`src/rtl/nrzi_frame_receiver.sv`:
```
// rtl/nrzi_frame_receiver.sv - NRZI serial receiver: bit decode, sync hunt, frame deserialization
module nrzi_frame_receiver #(
  parameter int         WIDTH       = 8,
  parameter logic [7:0] SYNC        = 8'hD5,
  parameter int         FRAME_WORDS = 4,
  parameter int         RUN_MAX     = 6
) (
  input  logic             clk,
  input  logic             rst_n,
  input  logic             bit_en,
  input  logic             line_in,
  output logic [WIDTH-1:0] out_data,
  output logic             out_valid,
  input  logic             out_ready,
  output logic             sync_found,
  output logic             frame_done,
  output logic             err,
  output logic             ovf
);

  localparam int BW = $clog2(WIDTH + 1);
  localparam int RW = $clog2(RUN_MAX + 1);

  typedef enum logic {HUNT, RECV} state_t;

  state_t           state;
  logic             prev_line;
  logic [7:0]       sync_sr;
  logic [WIDTH-1:0] shreg;
  logic [BW-1:0]    bit_cnt;
  logic [7:0]       word_cnt;
  logic [RW-1:0]    run_cnt;

  logic             d;
  logic [7:0]       sync_nx;
  logic [WIDTH-1:0] shreg_nx;
  logic [BW-1:0]    bit_nx;
  logic [7:0]       word_nx;
  logic [RW-1:0]    run_nx;
  logic             abort;
  logic             word_done;
  logic             frame_end;
  logic             can_load;

  // Next-state values for the bit currently on the line
  always_comb begin
    d        = line_in ^ prev_line;
    sync_nx  = {d, sync_sr[7:1]};
    shreg_nx = {d, shreg[WIDTH-1:1]};
    bit_nx   = bit_cnt + BW'(1);
    word_nx  = word_cnt + 8'd1;
    if (d)
      run_nx = '0;
    else if (run_cnt == RW'(RUN_MAX))
      run_nx = run_cnt;
    else
      run_nx = run_cnt + RW'(1);
    abort     = (run_nx == RW'(RUN_MAX));
    word_done = (bit_nx == BW'(WIDTH));
    frame_end = (word_nx == 8'(FRAME_WORDS));
    // The output register can take a word if empty or being drained this cycle
    can_load  = !out_valid || out_ready;
  end

  // Framing FSM, deserializer and output register
  always_ff @(posedge clk or negedge rst_n) begin
    if (!rst_n) begin
      state      <= HUNT;
      prev_line  <= 1'b0;
      sync_sr    <= '0;
      shreg      <= '0;
      bit_cnt    <= '0;
      word_cnt   <= '0;
      run_cnt    <= '0;
      out_data   <= '0;
      out_valid  <= 1'b0;
      sync_found <= 1'b0;
      frame_done <= 1'b0;
      err        <= 1'b0;
      ovf        <= 1'b0;
    end else begin
      sync_found <= 1'b0;
      frame_done <= 1'b0;
      err        <= 1'b0;
      ovf        <= 1'b0;
      if (out_valid && out_ready)
        out_valid <= 1'b0;
      if (bit_en) begin
        prev_line <= line_in;
        case (state)
          HUNT: begin
            sync_sr <= sync_nx;
            if (sync_nx == SYNC) begin
              sync_found <= 1'b1;
              state      <= RECV;
              bit_cnt    <= '0;
              word_cnt   <= '0;
              run_cnt    <= '0;
            end
          end
          RECV: begin
            shreg   <= shreg_nx;
            run_cnt <= run_nx;
            if (abort) begin
              // Partial word is simply abandoned; a new sync restarts counting
              err     <= 1'b1;
              state   <= HUNT;
              sync_sr <= '0;
              bit_cnt <= '0;
            end else if (word_done) begin
              bit_cnt  <= '0;
              word_cnt <= word_nx;
              if (can_load) begin
                out_data  <= shreg_nx;
                out_valid <= 1'b1;
              end else begin
                ovf <= 1'b1;
              end
              if (frame_end) begin
                frame_done <= 1'b1;
                state      <= HUNT;
                sync_sr    <= '0;
              end
            end else begin
              bit_cnt <= bit_nx;
            end
          end
          default: state <= HUNT;
        endcase
      end
    end
  end

endmodule

```
`config.mk`:
```
export PLATFORM = sky130hd
export DESIGN_NAME = nrzi_frame_receiver
export DESIGN_NICKNAME = d
export VERILOG_FILES = /design/src/rtl/nrzi_frame_receiver.sv
export SDC_FILE = /design/constraint.sdc
export NUM_CORES = 1
export LEC_CHECK = 0
export CAP_MARGIN = 30
export CORE_UTILIZATION = 29
export DETAILED_ROUTE_END_ITERATION = 6
export SLEW_MARGIN = 30
export SYNTH_ARGS = -nofsm -noshare
export SYNTH_HDL_FRONTEND = slang
export SYNTH_SLANG_ARGS = --single-unit
```
`constraint.sdc`:
```
create_clock -name clk -period 2.8 [get_ports clk]
set_input_delay 0.84 -clock clk [delete_from_list [all_inputs] [get_ports clk]]
set_output_delay 0.84 -clock clk [all_outputs]
set_load 0.01 [all_outputs]
```
Word-level counts from Yosys, hierarchy flattened. Cells that the tools add are included.

Output and inout port bits: 13. Register bits after elaboration: 46. Bits of input ports: 5.

Multiplexer cells: 42. Reduce and logical (&&, ||, !) cells: 8. Equal/unequal tests: 10. Add/sub/neg operators: 3. Bitwise logic cells: 3.

Operators by type and width (number): 8-bit 2-to-1 mux (6); 8-bit case mux with 2 select lines (2); 1-bit 2-to-1 mux (25); 4-bit 2-to-1 mux (3); 3-bit 2-to-1 mux (3); 8-bit by 1-bit adder with 8-bit output, second input constant (1); 8-bit by 3-bit equality test with 1-bit output, second input constant (1); 8-bit equality test, second input constant (1); 4-bit case mux with 2 select lines (1); 3-bit equality test, second input constant (2); 3-bit by 1-bit != test with 1-bit output, second input constant (2); 3-bit case mux with 2 select lines (1); 5-bit AND reduction (1); 4-bit by 1-bit adder with 4-bit output, second input constant (1); 4-bit equality test, second input constant (1); 2-bit != test, second input constant (2); 2-bit AND reduction (2); 4-bit AND reduction (1); 3-bit by 1-bit adder with 3-bit output, second input constant (1); 3-bit AND reduction (1); 2-bit by 1-bit != test with 1-bit output, second input constant (1); 1-bit inverter (2); 1-bit case mux with 2 select lines (1); 1-bit logical AND (1); 3 further kinds (3).

Depth between registers and ports, before layout.
Depth in word-level cells: 7. Mapped depth: 8. Depth with buffers taken out: 7.

Least setup slack after synthesis. OpenSTA, ideal clock, no wires.

Path kind: reg-to-reg. Start point: register run_cnt[0]. End point: register out_data[0]. Path buffers: 1. Setup slack: 0.319 ns. Library setup time: 0.125 ns. Stages on the path, launching flop included: 9. Data arrival time: 2.356 ns. Path through: dfrtp_1 > inv_1 > ha_1 > or3b_1 > a311o_1 > o211ai_2 > nand2b_1 > buf_2 > mux2_2.

Cells in the longest elaborated chain, start to end: 6.

RTL lines: start: declaration (RTL line 32) `logic [RW-1:0] run_cnt;`; start signal: assignment (RTL line 103) `run_cnt <= run_nx;`; 3-bit by 1-bit adder with 3-bit output / 3-bit equality test (equally long branches) (RTL line 57, 54); 3-bit 2-to-1 mux * (RTL line 54) `else if (run_cnt == RW'(RUN_MAX))`; 3-bit 2-to-1 mux * (RTL line 52) `if (d)`; 3-bit equality test * (RTL line 58) `abort = (run_nx == RW'(RUN_MAX));`; 1-bit inverter (no source line) *; 5-bit AND reduction (no source line) *; end signal: assignment (RTL line 114) `out_data <= shreg_nx;`; end: declaration (RTL line 12) `output logic [WIDTH-1:0] out_data,`.

Mark *: on every way between the ends. The rest lies on a longest branch, timed or not. A chain may end at the register's enable or synchronous reset.

Worst setup path in the final report.
Start point: register run_cnt[0]. End point: register out_data[4].

The elaborated chain is that of the path after synthesis.

==> results by stage <==
Critical path:
- The data required time of the critical path is approximately 3 ns.
- By startpoint and endpoint, the worst setup path is classified as flip-flop to flip-flop.
- The worst setup path is captured at a flip-flop.
- The worst endpoint data arrival time is about 2.8 ns.
- The critical path launch point type is a flip-flop.
- The longest individual stage delay on the worst path is 0.44 ns.
- Walking the worst path, the cells encountered are inv_1 > ha_1 > or3b_1 > a311o_1 > o211ai_2 > nand2b_1 > buf_12 > mux2_2.
- The largest individual stage delay along the critical path comes from the cell sky130_fd_sc_hd__dfrtp_1.
- The critical-path maximum fanout is 8.
- The length in cells of the worst reg-to-reg path is 8.

Final layout:
- The number of diodes is 0.
- The final layout net count is between 200 and 250.
- The sequential cell area in the final layout is between 1000 and 1500 um2.
- The summed area of non-filler cells in the final layout is ~2600 um2.
- The utilization after layout is a little under two fifths.
- The combined area of the multi-input logic cells is 915 um2.
- Compared with the post-synthesis result, the final layout area differs by 25.5%.
- Leaving out fill and tap cells, the most frequent cell in the layout is sky130_fd_sc_hd__dfrtp_1.
- Of the cells placed in the final design, the portion with a size suffix greater than 1 is roughly 15%.
- The post-layout instance count excluding filler cells is 330.
- The library cells used most frequently in the layout, excluding fill and tap cells, are 44 x sky130_fd_sc_hd__dfrtp_1, 37 x sky130_fd_sc_hd__nand2_1, 16 x sky130_fd_sc_hd__clkdlybuf4s50_1.
- The number of fillers in the final layout is 716.

Synth:
- The number of cells produced by synthesis is 197.
- The distinct cell type count after synthesis is slightly above 50.
- The net count after synthesis is between 200 and 250.
- The mapped netlist covers roughly 2100 um2.
- For this run, the number of Yosys warnings is 0.
- The synthesized design contains 0 enable-type register cells.
- The sequential fraction of the synthesis area is between 50% and 60%.
- Each instance of the synthesized netlist takes up on average between 10 and 15 um2.
- For this run, the leading register cell type out of synthesis is sky130_fd_sc_hd__dfrtp_1.
- Counting flops with an async set or reset pin after synthesis yields a share of 100%.
- The synthesized design contains between 40 and 50 register bits.

STA:
- The final number of hold-violating endpoints is 0.
- After layout, the worst setup slack is 0.174 ns.
- The timing-limited maximum frequency is between 300 and 400 MHz.
- Dividing the final minimum period by the clock period gives between 90% and 100%.
- The worst clock skew is approximately 0.0057 ns.
- The final period demand of the worst path is about 2.6 ns.
- Setup repair after global routing left no endpoint under its margin.
- The number of endpoints failing setup at the final stage is 0.
- The aggregate negative setup slack is 0 ns.
- The transition at the pin with the smallest max-transition slack is a little under 0.5 ns.
- The number of slew-limit violations in the final report is 0.
- In this run the tightest slew margin relative to its limit is 67.0%.

Clock tree:
- The post-CTS clock slew at the launch and capture registers of the worst setup and hold paths is about 0.080 ns.
- The CTS sink count is 44.
- Clock latency on the worst-skew pair, taken at its later pin, is between 0.2 and 0.3 ns.
- The total CTS buffers is 5.
- In this run, post-CTS hold repair placed 0 buffers.
- The deepest level of the CTS H-tree is 2.
- Once the clock tree was built, the resizer swapped 0 gates to a different size.
- TritonCTS built the clock tree.
- The clock root buffer master is sky130_fd_sc_hd__clkbuf_8.
- The maximum root-to-sink buffer count is 2.
- The number of buffers added for setup after CTS is 0.

Drt:
- The number of nets with antenna violations after detailed routing is 0.
- The count of vias placed by the detailed router is 1584.
- After detailed routing, the total wire length is 4230 um.
- The DRC violation total after the first TritonRoute iteration is 73.
- The number of remaining DRC errors is 0.
- The first-pass detailed-route iteration total is 4.
- After detailed routing, the average wire length per cell comes to between 10 and 15 um.
- The ratio of routed vias to standard cells is 4.80.

Pwr:
- The worst ir drop on vdd is approximately 0.00019 V.
- In this run, flip-flops and latches consume between 50% and 60% of the power.
- The cell-internal power is between 1 and 1.5 mW.
- The switching share of power is 26.8%.
- Combinational cells account for about 15% of the total power.
- The share of total power dissipated in the clock network is between 30 and 40%.
- The switching power summed over all nets is 397 uW.
- The leakage dissipation is between 1 and 1.5 nW.
- The total power divided by cell area is 574 nW/um2.

Global routing:
- The first global-routing pass estimated roughly 7000 um of wire.
- The number of global-route vias before repair is 1423.
- The initial antenna violation count came to 0.
- The maximum number of pins on one net before global-route repair is 22.
- Global routing consumed, over all layers together, 12.2% of the routing resources.
- The total overflow left after global routing is 0.

Floorplanning:
- The chip width is about 86 um.
- 18 I/O pins were placed.
- In this run the vertical extent of the chip is 86.2 um.
- The total area inside the core boundary comes to ~7000 um2.
- The starting utilization of the core area is a little under a third.
- The number of rows created at floorplan is 30.
- The area of the die is 7430 um2.

Placement:
- The cell count after placement is ~320.
- The global placement routability congestion is ~0.8.
- The placed instances occupy a cell area of 2460 um2.
- The final HPWL from detailed placement is around 3100 um.
- The worst setup timing slack at the placement stage is approximately 0.0085 ns.
- Input and output buffers added on the ports amount to 17.

Worst hold path:
- The tightest min-delay check is of the primary input to asynchronous set/reset pin type.

Run status:
- The run finished with clean final reports.

Job:
- Across the run, the number of max-cap violations was 0.
==> flip-flops by register name (all words and copies together) (netlist names) <==
name,count
bit_cnt,4
word_cnt,8
out_valid,1
frame_done,1
run_cnt,3
state,1
out_data,8
sync_sr,7
prev_line,1
err,1
shreg,7
ovf,1
sync_found,1
==> final cells by class <==
type,instances,area share [%]
Sequential cell,44,42.7
Multi-Input combinational cell,143,35.5
Timing Repair Buffer,33,11.6
Tap cell,96,4.66
Clock buffer,6,3.20
Clock inverter,2,1.50
Inverter,6,0.874
==> critical path, delay by kind of cell (launching register included) <==
| family | cells | cell delay, ns |
|---|---|---|
| AO/OA/AOI/OAI | 2 | 0.67 |
| adder cells (fa/ha/maj) | 1 | 0.25 |
| buffers and inverters | 2 | 0.21 |
| flip-flops | 1 | 0.44 |
| multiplexers | 1 | 0.32 |
| AND/OR/NAND/NOR | 2 | 0.60 |
==> cells in the mapped netlist, types with 4 or more instances <==
| library cell | count | area, um2 |
|---|---|---|
| sky130_fd_sc_hd__dfrtp_1 | 44 | 1100 |
| sky130_fd_sc_hd__nand2_1 | 37 | 139 |
| sky130_fd_sc_hd__o21ai_0 | 12 | 60.1 |
| sky130_fd_sc_hd__nor2_1 | 11 | 41.3 |
| sky130_fd_sc_hd__mux2_2 | 9 | 101 |
| sky130_fd_sc_hd__a21oi_1 | 6 | 30.0 |
| sky130_fd_sc_hd__a22o_1 | 6 | 52.6 |
| sky130_fd_sc_hd__inv_1 | 6 | 22.5 |
| sky130_fd_sc_hd__nand3_1 | 5 | 25.0 |
| sky130_fd_sc_hd__ha_1 | 4 | 50.1 |
==> worst paths after layout <==
kind | start | end | slack [ns]
worst max register to register | run_cnt[0] | out_data[4] | 0.17
worst max-delay path | run_cnt[0] | out_data[4] | 0.17
worst min-delay path | rst_n | word_cnt[0] | 0.49
worst min register to register | shreg[1] | shreg[1] | 0.49
max in group asynchronous | rst_n | out_data[3] | 1.75
min in group clk | shreg[1] | shreg[1] | 0.49
==> logic make-up (layout without fill, tap and decap cells) <==
kind of cell             count (synthesis)  after routing  synth area share (%)
flip-flops                              44             44                  53.6
adder cells (fa/ha/maj)                  4              4                  2.44
XOR/XNOR                                 3              3                  1.28
multiplexers                             9              9                  4.93
buffers and inverters                   10             47                  1.89
AO/OA/AOI/OAI                           51             51                  18.0
AND/OR/NAND/NOR                         76             76                  17.8
==> metrics by stage <==
step	hold WS (ns)	power, mW
detailed placement	0.468	0.985
CTS	0.488	1.50
global route	0.514	1.56
floorplan	0.442	0.889
global placement	0.463	0.974
finish	0.491	1.48
==> layer usage <==
layer | up-vias | part of all wire (%) | track usage [%] | wire (um)
met5 | - | 0 | 0 | 0
met4 | 0 | 1.2 | 5.45 | 52
met3 | 6 | 4.3 | 3.71 | 183
met2 | 25 | 45 | 17.7 | 1890
met1 | 764 | 50 | 16.8 | 2110
li1 | 789 | - | - | -
==> power groups by stage <==
stage                     logic, mW  registers (mW)  clock network (mW)
after floorplan               0.146           0.743                   0
after global placement        0.212           0.762                   0
after detailed placement      0.219           0.766                   0
after CTS                     0.220           0.754               0.531
after global routing          0.244           0.763               0.552
final                         0.216           0.754               0.509
(Power assumes the default switching activity.)
